File: src/rtl/mam_dii_req_unpack.sv
`timescale 1ns/1ps
// mam_dii_req_unpack
// Turns MAM read/write packets arriving as 16-bit DII flits into one memory
// request plus DATA_WIDTH-wide write beats. Burst writes may continue over
// several packets. Malformed packets raise a one-cycle err_pkt pulse and the
// rest of the packet is dropped.
//
// Handshakes: every interface uses valid/ready. A transfer happens on a rising
// clock edge where both are high. The producer holds valid and its payload
// stable until that edge, and never withdraws valid once raised. Ready may
// depend combinationally on state but never on the matching valid.
module mam_dii_req_unpack #(
    parameter int DATA_WIDTH = 16,
    parameter int ADDR_WIDTH = 32
) (
    input  logic                    clk,
    input  logic                    rst,
    input  logic [15:0]             debug_in_data,
    input  logic                    debug_in_valid,
    input  logic                    debug_in_last,
    output logic                    debug_in_ready,
    output logic                    req_valid,
    input  logic                    req_ready,
    output logic                    req_rw,
    output logic [ADDR_WIDTH-1:0]   req_addr,
    output logic                    req_burst,
    output logic [13:0]             req_beats,
    output logic                    write_valid,
    input  logic                    write_ready,
    output logic [DATA_WIDTH-1:0]   write_data,
    output logic [DATA_WIDTH/8-1:0] write_strb,
    output logic                    err_pkt,
    output logic                    busy,
    output logic [3:0]              state_dbg
);

    localparam int WF = DATA_WIDTH / 16;
    localparam int AF = ADDR_WIDTH / 16;
    localparam logic [3:0] WF_LAST = 4'(WF - 1);
    localparam logic [3:0] AF_LAST = 4'(AF - 1);

    typedef enum logic [3:0] {
        S_IDLE, S_HDR1, S_MHDR, S_ADDR, S_REQ, S_DATA, S_CONT0, S_CONT1, S_DRAIN
    } state_t;

    state_t                  state_q, state_d;
    logic [ADDR_WIDTH-1:0]   addr_q, addr_d;
    logic                    rw_q, rw_d;
    logic                    burst_q, burst_d;
    logic [13:0]             beats_q, beats_d;
    logic [13:0]             beat_cnt_q, beat_cnt_d;
    logic                    pkt_end_q, pkt_end_d;
    logic [DATA_WIDTH-1:0]   asm_q, asm_d;
    logic [3:0]              flit_cnt_q, flit_cnt_d;
    logic [DATA_WIDTH-1:0]   wdata_q, wdata_d;
    logic                    wvalid_q, wvalid_d;
    logic                    rvalid_q, rvalid_d;
    logic                    err_q, err_d;

    logic                    fire;
    logic [ADDR_WIDTH-1:0]   addr_shift;
    logic [DATA_WIDTH-1:0]   asm_shift;
    logic [13:0]             beats_left;
    logic [13:0]             hdr_beats;

    // Flit acceptance depends only on state (and the write output slot in DATA).
    always_comb begin
        case (state_q)
            S_REQ:   debug_in_ready = 1'b0;
            S_DATA:  debug_in_ready = !wvalid_q || write_ready;
            default: debug_in_ready = 1'b1;
        endcase
    end

    // Datapath helpers: shift-in registers, saturating beat decrement, header beats.
    always_comb begin
        fire       = debug_in_valid && debug_in_ready;
        addr_shift = (addr_q << 16) | ADDR_WIDTH'(debug_in_data);
        asm_shift  = (asm_q << 16) | DATA_WIDTH'(debug_in_data);
        beats_left = (beat_cnt_q != 14'd0) ? beat_cnt_q - 14'd1 : 14'd0;
        hdr_beats  = debug_in_data[14] ? debug_in_data[13:0] : 14'd1;
    end

    // Packet parser: next state and next register values.
    always_comb begin
        state_d    = state_q;
        addr_d     = addr_q;
        rw_d       = rw_q;
        burst_d    = burst_q;
        beats_d    = beats_q;
        beat_cnt_d = beat_cnt_q;
        pkt_end_d  = pkt_end_q;
        asm_d      = asm_q;
        flit_cnt_d = flit_cnt_q;
        wdata_d    = wdata_q;
        wvalid_d   = wvalid_q;
        rvalid_d   = rvalid_q;
        err_d      = 1'b0;
        if (wvalid_q && write_ready) wvalid_d = 1'b0;
        case (state_q)
            S_IDLE: if (fire) begin
                if (debug_in_last) err_d = 1'b1;
                else state_d = S_HDR1;
            end
            S_HDR1: if (fire) begin
                if (debug_in_last) begin err_d = 1'b1; state_d = S_IDLE; end
                else state_d = S_MHDR;
            end
            S_MHDR: if (fire) begin
                rw_d       = debug_in_data[15];
                burst_d    = debug_in_data[14];
                beats_d    = hdr_beats;
                beat_cnt_d = hdr_beats;
                flit_cnt_d = 4'd0;
                if (debug_in_last) begin err_d = 1'b1; state_d = S_IDLE; end
                else if (hdr_beats == 14'd0) begin err_d = 1'b1; state_d = S_DRAIN; end
                else state_d = S_ADDR;
            end
            S_ADDR: if (fire) begin
                addr_d = addr_shift;
                if (flit_cnt_q == AF_LAST) begin
                    // Remember whether the header packet ended on the address.
                    pkt_end_d = debug_in_last;
                    rvalid_d  = 1'b1;
                    state_d   = S_REQ;
                end else if (debug_in_last) begin
                    err_d   = 1'b1;
                    state_d = S_IDLE;
                end else begin
                    flit_cnt_d = flit_cnt_q + 4'd1;
                end
            end
            S_REQ: if (req_ready) begin
                rvalid_d   = 1'b0;
                flit_cnt_d = 4'd0;
                if (!rw_q) begin
                    // Reads carry no data; anything after the address is junk.
                    if (pkt_end_q) state_d = S_IDLE;
                    else begin err_d = 1'b1; state_d = S_DRAIN; end
                end else if (pkt_end_q) begin
                    state_d = S_CONT0;
                end else begin
                    state_d = S_DATA;
                end
            end
            S_DATA: if (fire) begin
                asm_d = asm_shift;
                if (flit_cnt_q == WF_LAST) begin
                    flit_cnt_d = 4'd0;
                    wdata_d    = asm_shift;
                    wvalid_d   = 1'b1;
                    beat_cnt_d = beats_left;
                    if (beats_left == 14'd0) begin
                        if (debug_in_last) state_d = S_IDLE;
                        else begin err_d = 1'b1; state_d = S_DRAIN; end
                    end else if (debug_in_last) begin
                        state_d = S_CONT0;
                    end
                end else begin
                    flit_cnt_d = flit_cnt_q + 4'd1;
                    if (debug_in_last) begin err_d = 1'b1; state_d = S_IDLE; end
                end
            end
            S_CONT0: if (fire) begin
                if (debug_in_last) begin err_d = 1'b1; state_d = S_IDLE; end
                else state_d = S_CONT1;
            end
            S_CONT1: if (fire) begin
                if (debug_in_last) begin err_d = 1'b1; state_d = S_IDLE; end
                else begin flit_cnt_d = 4'd0; state_d = S_DATA; end
            end
            S_DRAIN: if (fire && debug_in_last) state_d = S_IDLE;
            default: state_d = S_IDLE;
        endcase
    end

    // State and output registers; reset drops any partial packet and pending word.
    always_ff @(posedge clk or posedge rst) begin
        if (rst) begin
            state_q    <= S_IDLE;
            addr_q     <= '0;
            rw_q       <= 1'b0;
            burst_q    <= 1'b0;
            beats_q    <= 14'd0;
            beat_cnt_q <= 14'd0;
            pkt_end_q  <= 1'b0;
            asm_q      <= '0;
            flit_cnt_q <= 4'd0;
            wdata_q    <= '0;
            wvalid_q   <= 1'b0;
            rvalid_q   <= 1'b0;
            err_q      <= 1'b0;
        end else begin
            state_q    <= state_d;
            addr_q     <= addr_d;
            rw_q       <= rw_d;
            burst_q    <= burst_d;
            beats_q    <= beats_d;
            beat_cnt_q <= beat_cnt_d;
            pkt_end_q  <= pkt_end_d;
            asm_q      <= asm_d;
            flit_cnt_q <= flit_cnt_d;
            wdata_q    <= wdata_d;
            wvalid_q   <= wvalid_d;
            rvalid_q   <= rvalid_d;
            err_q      <= err_d;
        end
    end

    assign req_valid   = rvalid_q;
    assign req_rw      = rw_q;
    assign req_addr    = addr_q;
    assign req_burst   = burst_q;
    assign req_beats   = beats_q;
    assign write_valid = wvalid_q;
    assign write_data  = wdata_q;
    assign write_strb  = '1;
    assign err_pkt     = err_q;
    assign busy        = (state_q != S_IDLE) || wvalid_q;
    assign state_dbg   = state_q;

endmodule

File: config.mk
export PLATFORM = sky130hd
export DESIGN_NAME = mam_dii_req_unpack
export DESIGN_NICKNAME = d
export VERILOG_FILES = /design/src/rtl/mam_dii_req_unpack.sv
export SDC_FILE = /design/constraint.sdc
export NUM_CORES = 1
export LEC_CHECK = 0
export ABC_AREA = 1
export ABC_CLOCK_PERIOD_IN_PS = 4250
export BUFFER_PORTS_ARGS = -buffer_cell sky130_fd_sc_hd__buf_2
export CAP_MARGIN = 20
export CORE_ASPECT_RATIO = 1.2
export CORE_MARGIN = 2
export CORE_UTILIZATION = 59
export DETAILED_ROUTE_END_ITERATION = 8
export PLACE_DENSITY = 0.87
export SLEW_MARGIN = 20
export SYNTH_ARGS = -nofsm -noshare
export SYNTH_HDL_FRONTEND = slang
export SYNTH_SLANG_ARGS = --single-unit
File: constraint.sdc
create_clock -name clk -period 4.25 [get_ports clk]
set_input_delay 0.85 -clock clk [delete_from_list [all_inputs] [get_ports clk]]
set_output_delay 0.85 -clock clk [all_outputs]
set_load 0.005 [all_outputs]
; Word level (Yosys, flattened, before mapping)
; Cells that the tools add are included.
[word_totals]
ff_bits = 90
latch_bits = 0
mem_bits_rw = 0
mem_bits_ro = 0
inputBits = 22
out_inout_bits = 75
elab_cells = 129
n_memories = 0
[classes]
add_sub_neg = 2
multipliers = 0
div = 0
n_lt_le_gt_ge = 0
n_eq_ne = 25
shifts = 0
mux = 65
n_bitwise = 1
n_reduce_logical = 24
[op_table]
columns = operator, count
row1 = $mux 4, 29
row2 = $mux 14, 5
row3 = $pmux 4 s9, 1
row4 = $or 32x16->32, 1
row5 = $ne 2x2->1 const B, 15
row6 = $logic_not 14->1, 2
row7 = $pmux 14 s2, 1
row8 = $mux 1, 21
row9 = $pmux 4 s5, 1
row10 = $eq 4x3->1 const B, 4
row11 = $reduce_bool 14->1, 1
row12 = $sub 14x1->14 const B, 1
row13 = $reduce_and 11->1, 1
row14 = $reduce_and 9->1, 1
row15 = $eq 4x1->1 const B, 2
row16 = $eq 4x2->1 const B, 2
row17 = $logic_not 4->1, 2
row18 = $reduce_and 4->1, 2
row19 = $mux 3, 2
row20 = $reduce_and 3->1, 2
row21 = $pmux 1 s5, 1
row22 = $reduce_bool 5->1, 1
row23 = $add 4x1->4 const B, 1
row24 = $eq 4x4->1 const B, 1
row25 = other kinds (10), 17

; Longest topological paths before layout
; Gate-level depths: netlist (run 1).
[logic_depth]
word_depth = 7
depth_mapped = 15
mapped_depth_nobuf = 15

; Worst setup path before layout (run 1)
; No wires, ideal clock.
[synth_timing]
kind = input to register
startpoint = input debug_in_data[14]
endpoint = register state_q[1] (netlist: state_dbg[1])
setup_ns = 0.116
arrival_time_ns = 1.930
required_ns = 4.134
slack_ns = 2.204
cell_stages = 12
path_buffers = 2
path_cell_list = buf_2 buf_1 nand2_1 inv_1 nor4_1 nand3_1 nand2_1 nand2_1 inv_1 nand2_1 nand2_1 nand2_1
[synth_between]
elab_chain_cells = 6
[synth_rtl]
columns = element, line
row1 = from (decl), 18  ; input logic [15:0] debug_in_data,
row2 = $mux 14, 81  ; hdr_beats = debug_in_data[14] ? debug_in_data[13:0] : 14'd1;
row3 = $logic_not 14->1, 116  ; else if (hdr_beats == 14'd0) begin err_d = 1'b1; state_d = S_DRAIN; end
row4 = $mux 4, 116
row5 = $mux 4, 115  ; if (debug_in_last) begin err_d = 1'b1; state_d = S_IDLE; end
row6 = $mux 4, 109  ; S_MHDR: if (fire) begin
row7 = $pmux 4 s9, 100  ; case (state_q)
row8 = to (signal assigned), 194  ; state_q <= state_d;
row9 = to (decl), 46  ; state_t state_q, state_d;
; No other way between the ends. The select of a mux whose other input is x is not followed.
; A chain may end at the register's enable or synchronous reset.

; Worst setup path in the final report (run 1)
[layout_timing]
startpoint = register state_q[3] (netlist: state_dbg[3])
endpoint = output debug_in_ready
[layout_between]
elab_chain_cells = 2
word_cells_on_any_way = 3
cone_classes = eq/ne (2) / mux (1)
[layout_rtl]
columns = element, line
row1 = $eq 4x3->1, 68  ; case (state_q)
row2 = $pmux 1 s2 (*), 68
row3 = to (decl), 21  ; output logic debug_in_ready,
; Mark *: on every way between the ends. The rest lies on a longest branch, timed or not.

==> qor.yml, run 1 <==
status:
  status: "complete, no violations"
die:
  fp.dieH_um: 101
  start_util_pct: 60.6
  io_pins: 97
  die_area_um2: 8600
  die_x_um: 85.0
  row_count: 35
  coreArea_um2: 7660
sta:
  timing.fmax_mhz: 373
  min_period_over_period_pct: 63.1
  rsz0062_at_grt: "false"
  fin_worst_hold_slack_ns: 0.476
  tightest_slew_ns: 0.822
  hold_violations: 0
  final_max_slew_viol_count: 0
  slew_headroom_pct: 45.1
  finalSetupViolCount: 0
  fin_crit_ns: 2.68
  fin_skew_ns: 0.0126
  setup_tns_ns: 0
worst_hold_path:
  worstHoldPathType: "flop to flop"
  worstHoldStart: "req_addr[26]$_DFFE_PP0P_"
clock_tree:
  cts_resized: 0
  worstSkewPairLatency_ns: 0.37
  cts_sinks: 90
  cts_max_level: 3
  clockBufferDepth: 2
  cts_buffers: 9
  ctsHoldBuffers: 0
  clock-root-buffer: "clkbuf_8"
  cts_setup_buffers: 0
  cts.clk_slew.worst_paths_ns: 0.10
  cts_tree: "built"
critical_path:
  cp-start-kind: "flop"
  arrival_ns: 1.83
  startpoint: "state_dbg[3]$_DFFE_PP0P_"
  crit_top_cell: "nand2_1"
  max_stage_delay_ns: 0.42
  crit_chain: "inv_1 > nand2_1 > nor3_2 > buf_4 > nand2_1 > nand2_1 > inv_2 > buf_2"
  r2r_start: "state_dbg[3]$_DFFE_PP0P_"
  path_max_fanout: 28
  end_kind: "primary output"
  slowest_stage: "dfrtp_1"
  crit_type: "flop to primary output"
  cp.required_ns: 3.40
routing:
  routed.top_layer: "met4"
  wl_met3_um: 805
  routed_wl_um: 12000
  num_vias: 4433
  drt-wirelength-per-cell_um: 15.0
  met1Wirelength_um: 4810
  wl_met2_um: 6010
  ant_nets: 0
  drt_iter0_drc: 392
  via_per_inst: 5.51
  drc: 0
  dr.pass1.iters: 6
placed_design:
  hpwl_um: 8890
  io_buffers: 94
  gp_congestion: 0.915
grt:
  grt_pass1_wl_um: 19500
  grt_usage_pct: 28.6
  grt_max_degree: 50
  antenna_found_initial: 0
  overflow: 0
  grt_pass1_vias: 4162
power_and_ir_drop:
  peakVddDrop_v: 0.000393
  p_leak_nw: 3.02
  power_density_nw_per_um2: 680
yosys:
  yosysTopAreaCell: "dfrtp_1"
  synth_area_um2: 4640
  syn_inst: 621
  ys_types: 36
  ys_seq_area_share_pct: 48.5
  synth_edf_count: 0
  synth.top_cell.area_share_pct: 48.5
  synth-main-ff-cell: "dfrtp_1"
  ys_ff_latch: 90
  synth_area_leaders: "dfrtp_1 (48%), nand2_1 (18%), inv_1 (5.3%)"
  synth_area_per_cell_um2: 7.48
  synthArstFlopShare_pct: 100
  yosysWarnings: 0
flow_run:
  maxCapViolations: 0
finish:
  layout_commonest_cell: "nand2_1"
  n_fill_cell: 593
  seq_area_um2: 2250
  utilization_pct: 69.5
  drive_gt1_share_pct: 20.1
  syn_to_final_growth_pct: 14.7
  multi_input_area_um2: 2000
  layout.nets: 733
  final_cell_mix: "nand2_1 (227), buf_2 (94), dfrtp_1 (90)"
  diodes: 0
[area by class of cell]
cell class,instances,share of cell area (%)
inverters,73,5.17
multi-input cells,436,37.6
repair buffers,97,9.25
clock buffers,10,2.58
flip-flops and latches,90,42.3
clock inverters,6,1.01
well taps,92,2.16
[final timing paths]
kind                                              end  slack, ns  depth (start not counted)
setup / recovery                       debug_in_ready       1.57                          8
hold / removal               req_addr[26]$_DFFE_PP0P_       0.48                          2
setup reg to reg           beat_cnt_q[11]$_DFFE_PP0P_       1.68                         11
hold reg to reg              req_addr[26]$_DFFE_PP0P_       0.48                          2
max in group asynchronous  beat_cnt_q[12]$_DFFE_PP0P_       2.59                          3
min in group asynchronous    req_addr[25]$_DFFE_PP0P_       0.60                          2
[sequential cells by signal, summed over array words and instances (netlist names)]
register,count
req_addr,32
write_data,16
beat_cnt_q,14
req_beats,14
flit_cnt_q,4
state_dbg,4
err_pkt,1
pkt_end_q,1
req_burst,1
req_rw,1
req_valid,1
write_valid,1
[stage by stage]
step	cell area, um2	total power, mW	std cells	worst slack, ns
6_report	5330	3.62	804	1.57
5_1_grt	5330	3.92	804	1.41
4_1_cts	5330	3.61	804	1.60
3_5_place_dp	5140	3.03	788	1.69
3_3_place_gp	5140	2.98	788	1.76
2_1_floorplan	4650	2.46	622	1.06
[worst max-delay path: cells and delay by family (launching register included)]
kind / cells / cell delay [ns]
DFF: 1 / 0.42
buffers and inverters: 4 / 0.57
and+or+nand+nor: 4 / 0.48
[cells by family after synthesis]
| kind of cell | share of synthesized area, % |
|---|---|
| adder cells (fa/ha/maj) | 1.08 |
| AND/OR/NAND/NOR | 31.1 |
| XOR/XNOR | 0.189 |
| other | 0.0807 |
| flip-flops | 48.5 |
| buffers and inverters | 8.51 |
| AO/OA/AOI/OAI | 10.5 |
[synthesized netlist by cell type (4+ instances only)]
library cell  instances
a21oi_1              10
nor2_1               49
nor3_1                9
nand3_2               4
clkbuf_1              9
nand2_1             227
o211ai_1              8
nand3_1              28
o21ai_1              24
nor4_1                5
buf_2                 7
ha_1                  4
inv_1                65
dfrtp_1              90
o21ai_0              38
inv_2                 8
[report_power, final]
group,switching [mW],internal [mW],total (mW)
sequential,0.259,1.21,1.47
combinational,0.976,0.597,1.57
clock,0.340,0.241,0.582
[routing by layer]
layer	track usage, %	up-vias
li1	-	2124
met1	37.1	2077
met2	46.3	194
met3	6.19	38
met4	13.6	0
met5	0	-
(Power assumes the default switching activity.)
==> run 2, diff against run 1 <==
--- a/config.mk
+++ b/config.mk
@@ -6,14 +6,14 @@
 export NUM_CORES = 1
 export LEC_CHECK = 0
 export ABC_AREA = 1
-export ABC_CLOCK_PERIOD_IN_PS = 4250
+export ABC_CLOCK_PERIOD_IN_PS = 2700
 export BUFFER_PORTS_ARGS = -buffer_cell sky130_fd_sc_hd__buf_2
 export CAP_MARGIN = 20
 export CORE_ASPECT_RATIO = 1.2
 export CORE_MARGIN = 2
-export CORE_UTILIZATION = 59
+export CORE_UTILIZATION = 55
 export DETAILED_ROUTE_END_ITERATION = 8
-export PLACE_DENSITY = 0.87
+export PLACE_DENSITY = 0.82
 export SLEW_MARGIN = 20
 export SYNTH_ARGS = -nofsm -noshare
 export SYNTH_HDL_FRONTEND = slang
==> constraint.sdc (replaced) <==
create_clock -name clk -period 2.7 [get_ports clk]
set_input_delay 0.54 -clock clk [delete_from_list [all_inputs] [get_ports clk]]
set_output_delay 0.54 -clock clk [all_outputs]
set_load 0.005 [all_outputs]
==> qor.yml, run 2 (same netlist as run 1, synthesis figures left out) <==
status:
  status: "complete, no violations"
critical_path:
  arrival_ns: 2.58
  cp.required_ns: 2.96
  crit_cells: 13
  r2r_slack_ns: 0.38
  cp.buffers_inverters: 1
  crit_top_cell: "nand2_1"
  path_max_fanout: 15
  r2r-end: "state_dbg[2]$_DFFE_PP0P_"
  end_kind: "flop"
  max_stage_delay_ns: 0.42
  path_delay_family: "simple AND/OR/NAND/NOR gates"
  crit_chain: "inv_1 > ha_1 > nand2_2 > nor2_4 > nand2_4 > nand3_1 > nand3_1 > nor2_1 > nand3_2 > nand2_1 > nand2_1 > nand2_1 > nand2_1"
  crit_type: "flop to flop"
  r2r_start: "beat_cnt_q[0]$_DFFE_PP0P_"
  slowest_stage: "dfrtp_1"
  cp-start-kind: "flop"
  r2r_cells: 13
clock_tree:
  cts_max_level: 3
  clockBufferDepth: 2
  ctsHoldBuffers: 0
  cts_tree: "built"
  cts_buffers: 9
  worstSkewPairLatency_ns: 0.38
  cts_sinks: 90
  cts.clk_slew.worst_paths_ns: 0.10
  clock-root-buffer: "clkbuf_8"
  cts_setup_buffers: 0
  cts_resized: 0
finish:
  layout.nets: 737
  largest_register_ffs: 32
  drive_gt1_share_pct: 20.3
  layout_commonest_cell: "nand2_1"
  multi_input_area_um2: 2000
  syn_to_final_growth_pct: 15.8
  final_cell_mix: "nand2_1 (227), buf_2 (94), dfrtp_1 (90)"
  fin_area_um2: 5380
  n_fill_cell: 731
  diodes: 0
  seq_area_um2: 2250
worst_hold_path:
  worstHoldPathType: "primary input to asynchronous set/reset pin"
sta:
  setup_tns_ns: 0
  hold_violations: 0
  timing.fmax_mhz: 430
  tightest_slew_ns: 0.734
  final_max_slew_viol_count: 0
  finalSetupViolCount: 0
  min_period_over_period_pct: 86.1
  fin_crit_ns: 2.32
  fin_skew_ns: 0.0152
  slew_headroom_pct: 51.0
  rsz0062_at_grt: "false"
power_and_ir_drop:
  p_leak_nw: 3.03
  power_density_nw_per_um2: 1050
  peakVddDrop_v: 0.000559
die:
  die_area_um2: 9200
  row_count: 36
  die_x_um: 87.9
  start_util_pct: 57.0
  io_pins: 97
  fp.dieH_um: 105
  coreArea_um2: 8150
routing:
  via_per_inst: 5.35
  dr.pass1.iters: 6
  routed_wl_um: 12200
  drc: 0
  drt-wirelength-per-cell_um: 14.7
  num_vias: 4433
  ant_nets: 0
  drt_iter0_drc: 342
grt:
  grt_pass1_vias: 4173
  antenna_found_initial: 0
  overflow: 0
  grt_pass1_wl_um: 19800
  grt_usage_pct: 27.7
  grt_max_degree: 35
placed_design:
  hpwl_um: 9230
  gp_congestion: 0.931
  place_area_um2: 5210
  io_buffers: 94
flow_run:
  maxCapViolations: 0
==> run 2: cell types whose count changed in the layout (fill, tap and decap cells not counted) <==
cell / previous run / this run
buf_4: 3 / 6
inv_6: 4 / 1
clkinv_4: 0 / 2
clkinvlp_4: 1 / 3
buf_12: 0 / 1
clkbuf_1: 0 / 1
clkbuf_8: 10 / 9
clkinv_2: 1 / 0
inv_8: 1 / 0
==> run 2: report_power, final <==
part / switching [mW] / leakage, nW / internal (mW) / total (mW)
Clock: 0.518 / 0.0790 / 0.336 / 0.854
Sequential: 0.403 / 1.16 / 1.90 / 2.30
Combinational: 1.53 / 1.78 / 0.946 / 2.48
Total: 2.46 / 3.03 / 3.18 / 5.64
==> run 2: metrics by stage <==
step                      cells  setup slack, ns  utilization, %  power (mW)  hold WS (ns)
after CTS                   829            0.390            66.0        5.62         0.288
final                       829            0.375            66.0        5.64         0.262
after global placement      814            0.479            63.9        4.70         0.449
after global routing        829            0.113            66.0        6.08         0.307
after detailed placement    814            0.416            63.9        4.78         0.460
after floorplan             622            0.774               -        3.87         0.465
==> run 2: how the worst max path moves through the flow <==
stage,start,endpoint
detailed placement,beat_cnt_q[0]$_DFFE_PP0P_,state_dbg[2]$_DFFE_PP0P_
global placement,beat_cnt_q[0]$_DFFE_PP0P_,state_dbg[0]$_DFFE_PP0P_
global route,beat_cnt_q[0]$_DFFE_PP0P_,state_dbg[2]$_DFFE_PP0P_
CTS,beat_cnt_q[0]$_DFFE_PP0P_,state_dbg[2]$_DFFE_PP0P_
floorplan,beat_cnt_q[0]$_DFFE_PP0P_,state_dbg[1]$_DFFE_PP0P_
finish,beat_cnt_q[0]$_DFFE_PP0P_,state_dbg[2]$_DFFE_PP0P_
==> run 2: final cells by class <==
class	count	area share, %
clock inverter	5	0.768
multi-input combinational	436	37.2
tap	114	2.65
sequential	90	41.9
timing repair buffer	101	9.96
inverter	73	5.17
clock buffer	10	2.37
==> run 2: routing by layer <==
metal / vias to the layer above / global-route usage, % / wire, um
li1: 2123 / - / -
met1: 2115 / 35.6 / 4930
met2: 166 / 45.5 / 6210
met3: 29 / 6.08 / 710
met4: 0 / 9.67 / 325
met5: - / 0 / 0
==> run 3, diff against run 2 <==
--- a/config.mk
+++ b/config.mk
@@ -11,9 +11,10 @@
 export CAP_MARGIN = 20
 export CORE_ASPECT_RATIO = 1.2
 export CORE_MARGIN = 2
-export CORE_UTILIZATION = 55
+export CORE_UTILIZATION = 57
+export CTS_BUF_LIST = sky130_fd_sc_hd__clkbuf_4
 export DETAILED_ROUTE_END_ITERATION = 8
-export PLACE_DENSITY = 0.82
+export PLACE_DENSITY = 0.85
 export SLEW_MARGIN = 20
 export SYNTH_ARGS = -nofsm -noshare
 export SYNTH_HDL_FRONTEND = slang
==> qor.yml, run 3 (same netlist as run 1, synthesis figures left out) <==
clock_tree:
  ctsHoldBuffers: 0
  cts_buffers: 9
  clock-root-buffer: "clkbuf_4"
  cts_tree: "built"
  cts_max_level: 3
  worstSkewPairLatency_ns: 0.46
  clockBufferDepth: 2
  cts_sinks: 90
  cts_resized: 0
  cts_setup_buffers: 0
  cts.clk_slew.worst_paths_ns: 0.15
die:
  row_count: 36
  die_area_um2: 8890
  fp.dieH_um: 103
  start_util_pct: 57.9
  coreArea_um2: 8020
  die_x_um: 86.4
  io_pins: 97
grt:
  grt_usage_pct: 28.0
  busiest_layer: "met2"
  grt_pass1_wl_um: 19400
  grtUsageMet2_pct: 48.8
  overflow: 0
  grt_pass1_vias: 4176
  grtUsageMet3_pct: 4.24
  grt_max_degree: 53
  antenna_found_initial: 0
  grt_util_met1_pct: 34.3
routing:
  dr.pass1.iters: 7
  drt-wirelength-per-cell_um: 15.1
  via_per_inst: 5.37
  num_vias: 4343
  ant_nets: 0
  routed_wl_um: 12200
  drt_iter0_drc: 262
  drc: 0
finish:
  seq_area_um2: 2250
  n_fill_cell: 730
  largest_register_ffs: 32
  multi_input_area_um2: 2000
  syn_to_final_growth_pct: 14.1
  layout.nets: 736
  diodes: 0
  final_cell_mix: "nand2_1 (227), buf_2 (94), dfrtp_1 (90)"
  drive_gt1_share_pct: 20.2
  layout_commonest_cell: "nand2_1"
  utilization_pct: 66.1
sta:
  final_max_slew_viol_count: 0
  fin_worst_hold_slack_ns: 0.206
  timing.fmax_mhz: 444
  min_period_over_period_pct: 83.5
  setup_tns_ns: 0
  tightest_slew_ns: 0.653
  hold_violations: 0
  rsz0062_at_grt: "false"
  fin_skew_ns: 0.0162
  slew_headroom_pct: 56.5
  fin_crit_ns: 2.25
  finalSetupViolCount: 0
power_and_ir_drop:
  peakVddDrop_v: 0.000553
  p_leak_nw: 3.01
  power_density_nw_per_um2: 1040
status:
  status: "complete, no violations"
critical_path:
  crit_type: "flop to primary output"
  cp-start-kind: "flop"
  arrival_ns: 1.71
  end_kind: "primary output"
  cp.required_ns: 2.16
  path_max_fanout: 8
placed_design:
  hpwl_um: 9140
  io_buffers: 94
  gp_congestion: 0.963
worst_hold_path:
  worstHoldPathType: "primary input to asynchronous set/reset pin"
flow_run:
  maxCapViolations: 0
## run 3: cell count changes in the layout (fill, tap and decap cells not counted)
cell,change
clkbuf_8,-9
clkinvlp_4,-1
bufinv_16,+1
clkbuf_4,+9
buf_12,-1
clkbuf_1,-1
clkinv_1,+1
## run 3: worst paths after layout
kind                                           start                   endpoint  slack, ns  cells after the start
setup / recovery            state_dbg[1]$_DFFE_PP0P_                       busy       0.45                      5
hold / removal                                   rst    req_addr[1]$_DFFE_PP0P_       0.21                      3
setup reg to reg           beat_cnt_q[0]$_DFFE_PP0P_   state_dbg[0]$_DFFE_PP0P_       0.46                     13
hold reg to reg             req_addr[28]$_DFFE_PP0P_   req_addr[28]$_DFFE_PP0P_       0.48                      2
max in group asynchronous                        rst  flit_cnt_q[3]$_DFFE_PP0P_       1.98                      3
min in group clk                         write_ready      write_valid$_DFF_PP0_       0.26                      2
## run 3: per-stage QoR
step	power [mW]	cell area [um2]	worst slack [ns]	std cells
floorplan	3.87	4650	0.774	622
global placement	4.69	5160	0.568	794
detailed placement	4.78	5160	0.498	794
CTS	5.55	5300	0.466	809
global route	6.01	5300	0.204	809
finish	5.54	5300	0.445	809
## run 3: report_power, final
group / leakage, nW / internal (mW) / switching [mW]
Clock: 0.0700 / 0.281 / 0.487
Combinational: 1.77 / 0.942 / 1.53
Sequential: 1.16 / 1.90 / 0.400
Total: 3.01 / 3.12 / 2.42
## run 3: final cells by class
type	count	share of cell area [%]
repair buffers	100	9.73
flip-flops and latches	90	42.5
well taps	95	2.24
clock buffers	9	1.27
inverters	73	5.24
clock inverters	6	1.27
multi-input cells	436	37.7
## run 3: metal layers
layer | vias up | share of wire (%)
li1 | 2129 | -
met1 | 2032 | 41
met2 | 154 | 52
met3 | 28 | 5.2
met4 | 0 | 2.1
met5 | - | 0
## run 3: worst max-delay path: stages, from the launching register on
cell and delay (ns):
dfrtp_1 0.52, inv_2 0.12, nand2_1 0.13, nor2_1 0.28
nand2_1 0.08, buf_2 0.13
